<file path="src/rtl/riscv_id_pipe.sv">
// RV32I decode/issue stage.
// Consumes instructions from fetch (if_id_*), reads a local 32x32 register
// file with writeback bypass, tracks in-flight destinations in a busy-bit
// scoreboard, and holds one decoded ALU/memory operation in an issue
// register handed to EX with a rdy/ack handshake (id_ex_*).
// Ports: clk, rstn (async active-low); if_id_rdy/instr/pc in, if_id_ack out
// (combinational); id_ex_rdy/funct/op1/op2/mem_funct/mem_data/wb_rsd out,
// id_ex_ack in; wb_rf_write/rsd/data in; id_illegal sticky out.

`ifndef RISCV_ID_PIPE_DEFS
`define RISCV_ID_PIPE_DEFS
`define EX_FUNCT_W  4
`define EX_ADD      4'd0
`define EX_SLL      4'd1
`define EX_SLT      4'd2
`define EX_SLTU     4'd3
`define EX_XOR      4'd4
`define EX_SRL      4'd5
`define EX_OR       4'd6
`define EX_AND      4'd7
`define EX_SUB      4'd8
`define EX_SRA      4'd9
`define MEM_FUNCT_W 4
`define MEM_NOP     4'd0
`define MEM_LB      4'd1
`define MEM_LH      4'd2
`define MEM_LW      4'd3
`define MEM_LBU     4'd4
`define MEM_LHU     4'd5
`define MEM_SB      4'd6
`define MEM_SH      4'd7
`define MEM_SW      4'd8
`endif

module riscv_id_pipe (
  input  logic                    clk,
  input  logic                    rstn,
  input  logic                    if_id_rdy,
  input  logic [31:0]             if_id_instr,
  input  logic [31:0]             if_id_pc,
  output logic                    if_id_ack,
  output logic                    id_ex_rdy,
  input  logic                    id_ex_ack,
  output logic [`EX_FUNCT_W-1:0]  id_ex_funct,
  output logic [31:0]             id_ex_op1,
  output logic [31:0]             id_ex_op2,
  output logic [`MEM_FUNCT_W-1:0] id_ex_mem_funct,
  output logic [31:0]             id_ex_mem_data,
  output logic [4:0]              id_ex_wb_rsd,
  input  logic                    wb_rf_write,
  input  logic [4:0]              wb_rf_rsd,
  input  logic [31:0]             wb_rf_data,
  output logic                    id_illegal
);

  localparam int unsigned XLEN  = 32;
  localparam int unsigned NREGS = 32;

  localparam logic [6:0] OPC_OP    = 7'b0110011;
  localparam logic [6:0] OPC_OPIMM = 7'b0010011;
  localparam logic [6:0] OPC_LOAD  = 7'b0000011;
  localparam logic [6:0] OPC_STORE = 7'b0100011;
  localparam logic [6:0] OPC_LUI   = 7'b0110111;
  localparam logic [6:0] OPC_AUIPC = 7'b0010111;

  // Instruction fields
  logic [6:0]      opcode, funct7;
  logic [2:0]      funct3;
  logic [4:0]      rd, rs1, rs2;
  logic [XLEN-1:0] imm_i, imm_s, imm_u;

  assign opcode = if_id_instr[6:0];
  assign rd     = if_id_instr[11:7];
  assign funct3 = if_id_instr[14:12];
  assign rs1    = if_id_instr[19:15];
  assign rs2    = if_id_instr[24:20];
  assign funct7 = if_id_instr[31:25];
  assign imm_i  = {{20{if_id_instr[31]}}, if_id_instr[31:20]};
  assign imm_s  = {{20{if_id_instr[31]}}, if_id_instr[31:25], if_id_instr[11:7]};
  assign imm_u  = {if_id_instr[31:12], 12'b0};

  // Register file (not reset) with same-cycle writeback bypass
  logic [XLEN-1:0] rf_q [NREGS];
  logic [XLEN-1:0] rs1_val, rs2_val;
  logic            rs1_wr, rs2_wr;

  assign rs1_wr  = wb_rf_write && (wb_rf_rsd == rs1);
  assign rs2_wr  = wb_rf_write && (wb_rf_rsd == rs2);
  assign rs1_val = (rs1 == 5'd0) ? '0 : (rs1_wr ? wb_rf_data : rf_q[rs1]);
  assign rs2_val = (rs2 == 5'd0) ? '0 : (rs2_wr ? wb_rf_data : rf_q[rs2]);

  always_ff @(posedge clk) begin
    if (wb_rf_write && (wb_rf_rsd != 5'd0)) rf_q[wb_rf_rsd] <= wb_rf_data;
  end

  // funct3 -> ALU function; alt selects SUB/SRA
  function automatic logic [`EX_FUNCT_W-1:0] alu_funct(input logic [2:0] f3, input logic alt);
    case (f3)
      3'b000:  alu_funct = alt ? `EX_SUB : `EX_ADD;
      3'b001:  alu_funct = `EX_SLL;
      3'b010:  alu_funct = `EX_SLT;
      3'b011:  alu_funct = `EX_SLTU;
      3'b100:  alu_funct = `EX_XOR;
      3'b101:  alu_funct = alt ? `EX_SRA : `EX_SRL;
      3'b110:  alu_funct = `EX_OR;
      default: alu_funct = `EX_AND;
    endcase
  endfunction

  // Decode
  logic                    dec_legal, rs1_used, rs2_used;
  logic [4:0]              dec_rd;
  logic [`EX_FUNCT_W-1:0]  dec_funct;
  logic [`MEM_FUNCT_W-1:0] dec_mem_funct;
  logic [XLEN-1:0]         dec_op1, dec_op2, dec_mem_data;

  always_comb begin
    dec_legal     = 1'b0;
    rs1_used      = 1'b0;
    rs2_used      = 1'b0;
    dec_rd        = 5'd0;
    dec_funct     = `EX_ADD;
    dec_mem_funct = `MEM_NOP;
    dec_op1       = '0;
    dec_op2       = '0;
    dec_mem_data  = '0;
    case (opcode)
      OPC_OP: begin
        rs1_used  = 1'b1;
        rs2_used  = 1'b1;
        dec_rd    = rd;
        dec_op1   = rs1_val;
        dec_op2   = rs2_val;
        dec_funct = alu_funct(funct3, funct7[5]);
        dec_legal = (funct7 == 7'b0000000) ||
                    ((funct7 == 7'b0100000) && ((funct3 == 3'b000) || (funct3 == 3'b101)));
      end
      OPC_OPIMM: begin
        rs1_used  = 1'b1;
        dec_rd    = rd;
        dec_op1   = rs1_val;
        dec_funct = alu_funct(funct3, (funct3 == 3'b101) && funct7[5]);
        if (funct3 == 3'b001 || funct3 == 3'b101) begin
          dec_op2   = {27'b0, if_id_instr[24:20]};
          dec_legal = (funct7 == 7'b0000000) || ((funct3 == 3'b101) && (funct7 == 7'b0100000));
        end else begin
          dec_op2   = imm_i;
          dec_legal = 1'b1;
        end
      end
      OPC_LOAD: begin
        rs1_used  = 1'b1;
        dec_rd    = rd;
        dec_op1   = rs1_val;
        dec_op2   = imm_i;
        dec_legal = 1'b1;
        case (funct3)
          3'b000:  dec_mem_funct = `MEM_LB;
          3'b001:  dec_mem_funct = `MEM_LH;
          3'b010:  dec_mem_funct = `MEM_LW;
          3'b100:  dec_mem_funct = `MEM_LBU;
          3'b101:  dec_mem_funct = `MEM_LHU;
          default: dec_legal     = 1'b0;
        endcase
      end
      OPC_STORE: begin
        rs1_used     = 1'b1;
        rs2_used     = 1'b1;
        dec_op1      = rs1_val;
        dec_op2      = imm_s;
        dec_mem_data = rs2_val;
        dec_legal    = 1'b1;
        case (funct3)
          3'b000:  dec_mem_funct = `MEM_SB;
          3'b001:  dec_mem_funct = `MEM_SH;
          3'b010:  dec_mem_funct = `MEM_SW;
          default: dec_legal     = 1'b0;
        endcase
      end
      OPC_LUI: begin
        dec_rd    = rd;
        dec_op2   = imm_u;
        dec_legal = 1'b1;
      end
      OPC_AUIPC: begin
        dec_rd    = rd;
        dec_op1   = if_id_pc;
        dec_op2   = imm_u;
        dec_legal = 1'b1;
      end
      default: dec_legal = 1'b0;
    endcase
  end

  // Hazard and handshake; illegal instructions are dropped regardless of hazards
  logic [NREGS-1:0] busy_q, busy_d;
  logic             hazard, slot_free, load_en;

  assign hazard    = (rs1_used && busy_q[rs1] && !rs1_wr) ||
                     (rs2_used && busy_q[rs2] && !rs2_wr) ||
                     ((dec_rd != 5'd0) && busy_q[dec_rd]);
  assign slot_free = !id_ex_rdy || id_ex_ack;
  assign if_id_ack = if_id_rdy && slot_free && (!dec_legal || !hazard);
  assign load_en   = if_id_ack && dec_legal;

  // Next-state: scoreboard (set beats clear), issue register, sticky illegal
  logic                    rdy_d, illegal_d;
  logic [`EX_FUNCT_W-1:0]  funct_d;
  logic [`MEM_FUNCT_W-1:0] mem_funct_d;
  logic [XLEN-1:0]         op1_d, op2_d, mem_data_d;
  logic [4:0]              wb_rsd_d;

  always_comb begin
    busy_d      = busy_q;
    rdy_d       = id_ex_rdy;
    funct_d     = id_ex_funct;
    op1_d       = id_ex_op1;
    op2_d       = id_ex_op2;
    mem_funct_d = id_ex_mem_funct;
    mem_data_d  = id_ex_mem_data;
    wb_rsd_d    = id_ex_wb_rsd;
    illegal_d   = id_illegal || (if_id_ack && !dec_legal);
    if (wb_rf_write) busy_d[wb_rf_rsd] = 1'b0;
    if (load_en) begin
      if (dec_rd != 5'd0) busy_d[dec_rd] = 1'b1;
      rdy_d       = 1'b1;
      funct_d     = dec_funct;
      op1_d       = dec_op1;
      op2_d       = dec_op2;
      mem_funct_d = dec_mem_funct;
      mem_data_d  = dec_mem_data;
      wb_rsd_d    = dec_rd;
    end else if (id_ex_ack) begin
      rdy_d = 1'b0;
    end
    busy_d[0] = 1'b0;
  end

  always_ff @(posedge clk or negedge rstn) begin
    if (!rstn) begin
      busy_q          <= '0;
      id_ex_rdy       <= 1'b0;
      id_ex_funct     <= `EX_ADD;
      id_ex_op1       <= '0;
      id_ex_op2       <= '0;
      id_ex_mem_funct <= `MEM_NOP;
      id_ex_mem_data  <= '0;
      id_ex_wb_rsd    <= 5'd0;
      id_illegal      <= 1'b0;
    end else begin
      busy_q          <= busy_d;
      id_ex_rdy       <= rdy_d;
      id_ex_funct     <= funct_d;
      id_ex_op1       <= op1_d;
      id_ex_op2       <= op2_d;
      id_ex_mem_funct <= mem_funct_d;
      id_ex_mem_data  <= mem_data_d;
      id_ex_wb_rsd    <= wb_rsd_d;
      id_illegal      <= illegal_d;
    end
  end

endmodule
</file>
<file path="config.mk">
export PLATFORM = sky130hd
export DESIGN_NAME = riscv_id_pipe
export DESIGN_NICKNAME = d
export VERILOG_FILES = /design/src/rtl/riscv_id_pipe.sv
export SDC_FILE = /design/constraint.sdc
export NUM_CORES = 2
export LEC_CHECK = 0
export CAP_MARGIN = 15
export CORE_ASPECT_RATIO = 0.7
export CORE_MARGIN = 4
export CORE_UTILIZATION = 30
export DETAILED_ROUTE_END_ITERATION = 8
export GPL_ROUTABILITY_DRIVEN = 0
export PLACE_DENSITY = 0.5
export SYNTH_ARGS = -nofsm -noshare
export SYNTH_HDL_FRONTEND = slang
export SYNTH_SLANG_ARGS = --single-unit
</file>
<file path="constraint.sdc">
create_clock -name clk -period 3.1 [get_ports clk]
set_clock_uncertainty 0.15 [all_clocks]
set_input_delay 0.775 -clock clk [delete_from_list [all_inputs] [get_ports clk]]
set_output_delay 0.775 -clock clk [all_outputs]
set_load 0.05 [all_outputs]
</file>
==> key figures <==
Outcome
  – Status: finished, violations left
  – Violated checks: design-rule violations, negative setup slack

Logic synthesis
  – Leading area contributor after synthesis: edfxtp_1
  – Syn Area/Cell: 19.2 um^2
  – Post-Syn Area: 55500 um^2
  – EDFF count, synth: between 1000 and 1500
  – Top_reg_cell synth: edfxtp_1
  – Register bit total from synthesis: around 1200
  – Synth top area cells: edfxtp_1, mux4_2, dfrtp_1, mux2_4, mux2i_1
  – Yosys warning count: 0
  – FFs w/ async S/R, synth: 0.122
  – Sequential element share of the synthesized area: 0.619
  – Top-area cell type share of the netlist area: 0.555
  – Post-Syn Instances: 2881
  – Synth unique cells: between 70 and 80

Global route
  – GRT overflow: 0
  – Pin count of the biggest net entering global routing: 54
  – Vias in the first global route: roughly 34000
  – First-pass GRT wire length: 282000 um
  – Total track usage: 0.208
  – Initial antenna violation count: 8

Drt
  – Pre-Repair DR Iteration Count: 9
  – Final wirelength: between 200000 and 250000 um
  – Initial DRC count: ~4500
  – Remaining DRCs: 8
  – DR vias: 34400
  – Wire length per cell: 33.6 um
  – Final ANT Viol Nets: 0
  – Vias per cell: 5.66

Job
  – Max Cap Viol: 0

Setup path
  – Worst-path maximum fanout: 5
  – Worst EP required: 2170 ps
  – Arrival time worst endpoint: 2880 ps
  – Crit path launch type: input pin
  – Critical Setup Path Class: input pin to primary output
  – R2r setup slk: -20 ps
  – Worst Setup End Kind: primary output

Floorplanning
  – IO Pins: roughly 220
  – Initial core utilization: 0.303
  – Rows: 131
  – Die height: about 370 um
  – Die Footprint: approximately 190000 um^2
  – Area of the core: 183000 um^2
  – Die width: 522 um

Power and ir drop
  – Worst vdd ir: ~0.44 mV
  – Comb pwr share: 0.107
  – Power, Total: 36.1 mW
  – LEAKAGE: 23.5 nW
  – Switching pwr: 8.55 mW
  – P_int: 27.5 mW
  – Pwr dens: 517 nW/um^2
  – Clock power share: 0.409
  – Sequential share of power: 0.484
  – Switch share: 0.237

Cells and area
  – Nets: 3620
  – Leading cell type in the layout, fill and taps excluded: edfxtp_1
  – Sequential Area: 34300 um^2
  – Final Non-Filler Cells: between 6000 and 7000
  – Area Overhead vs Synth: 26.0%
  – Final core utilization: 0.382
  – Share of cells above drive strength 1: 0.417
  – Most frequent cells in the layout: edfxtp_1, mux4_2, buf_4, clkdlybuf4s50_1, dfrtp_1
  – Area of the multi-input gates: 20600 um^2
  – Fill cells: 16700

Timing
  – Slew headroom: 0.238
  – Setup TNS: -1660 ps
  – Period utilization: 1.23
  – RSZ-0062 raised after global routing: true
  – Hold Fails Final Rpt: 0
  – Worst-case hold slack: between 300 and 400 ps
  – Final setup vio count: 45
  – Setup ws final: -705 ps
  – Post-layout min period: 3800 ps
  – Worst-margin pin slew: 1140 ps
  – Fmax: 263 MHz
  – Max Slew Vio Count: 0

CTS
  – Root Buffer: clkbuf_16
  – H-Tree Depth: 3
  – CTS tree: done
  – Max clock buf depth: 3
  – Clock Latency Late Sink: 750 ps
  – CTS buffer count: 120
  – CTS sink count: 1166
  – Clk pin slew, worst setup/hold paths: roughly 70 ps

Placed design
  – IO Port Bufs: 217
  – HPWL after DPL: 139000 um
  – Inst Count DP: between 5000 and 6000

Worst hold path
  – Worst hold-check path type: flop to flop
## power groups by stage
stage	Clock, mW	Sequential [mW]	Combinational (mW)
floorplan	0	17.8	1.82
global placement	0	17.8	3.79
detailed placement	0	17.8	3.79
CTS	15.1	17.4	3.82
global route	15.8	17.5	4.05
finish	14.8	17.4	3.86
## synthesized netlist by cell type (37+ instances only)
cell and n:
edfxtp_1 1024, nor2_1 54, mux4_2 590, o22ai_1 70
buf_2 69, dfrtp_1 142, nand2_1 115, nand3_1 37
mux2_4 76, o21ai_0 72, clkbuf_1 98, nor2b_1 42
nand2b_1 40, mux2i_1 62
## layer usage
| metal | part of all wire | up-vias | global-route usage |
|---|---|---|---|
| li1 | - | 13600 | - |
| met1 | 0.46 | 18800 | 0.321 |
| met4 | 0.018 | 0 | 0.0356 |
| met5 | 0 | - | 0 |
| met3 | 0.096 | 200 | 0.0526 |
| met2 | 0.43 | 1785 | 0.298 |
## registers in the layout, summed over array words and instances (netlist names)
name,flops
id_ex_op1,32
rf_q,1024
id_ex_funct,4
id_ex_wb_rsd,5
id_illegal,1
id_ex_mem_funct,4
id_ex_rdy,1
id_ex_mem_data,32
busy_q,31
id_ex_op2,32
## worst paths after layout
path                                 start                 end  cells past startpoint
max                         if_id_instr[2]           if_id_ack                      9
min                        id_ex_wb_rsd[3]     id_ex_wb_rsd[3]                      1
max reg2reg                     busy_q[27]       id_ex_op1[28]                     10
min reg2reg                id_ex_wb_rsd[3]     id_ex_wb_rsd[3]                      1
max in group asynchronous             rstn       id_ex_op1[30]                      3
min in group asynchronous             rstn  id_ex_mem_data[19]                      2
## critical path, cell delays in order
cell	delay (ps)
dlygate4sd2_1	270
o21bai_4	180
buf_6	140
and2_4	140
o211ai_1	80
or4_4	530
o311ai_4	460
a21oi_4	120
buf_12	170
## timing repair
action	4_1_cts	5_1_grt
hold endpoints to repair	27	0
endpoints found under the setup margin	141	98
cloned	1	9
pin swaps	11	13
gates resized for setup	52	46
hold buffers	1	0
setup buffers	11	6
## through the flow
stage,worst slack (ps),cell area [um^2]
floorplan,-314,56000
global placement,-1970,65200
detailed placement,-1920,65200
CTS,-731,69400
global route,-764,69800
finish,-705,69800
## cell families (layout without fill, tap and decap cells)
kind of cell | after synthesis | in the layout | synth area share
other cells | 1 | 35 | 0.0000676
xor+xnor | 13 | 13 | 0.00205
buf+inv | 250 | 953 | 0.0234
mux | 762 | 762 | 0.278
compound gates | 339 | 339 | 0.0458
simple gates | 350 | 350 | 0.0318
flops | 1166 | 1166 | 0.619
## area by class of cell
type                    instances  area share
flip-flops and latches       1166       0.491
repair buffers                718       0.113
diodes                          3    0.000107
inverters                      12    0.000645
clock buffers                 159      0.0479
multi-input cells            1496       0.295
clock inverters                64     0.00856
well taps                    2460      0.0441
No activity file was read; power rests on OpenSTA's default activity.
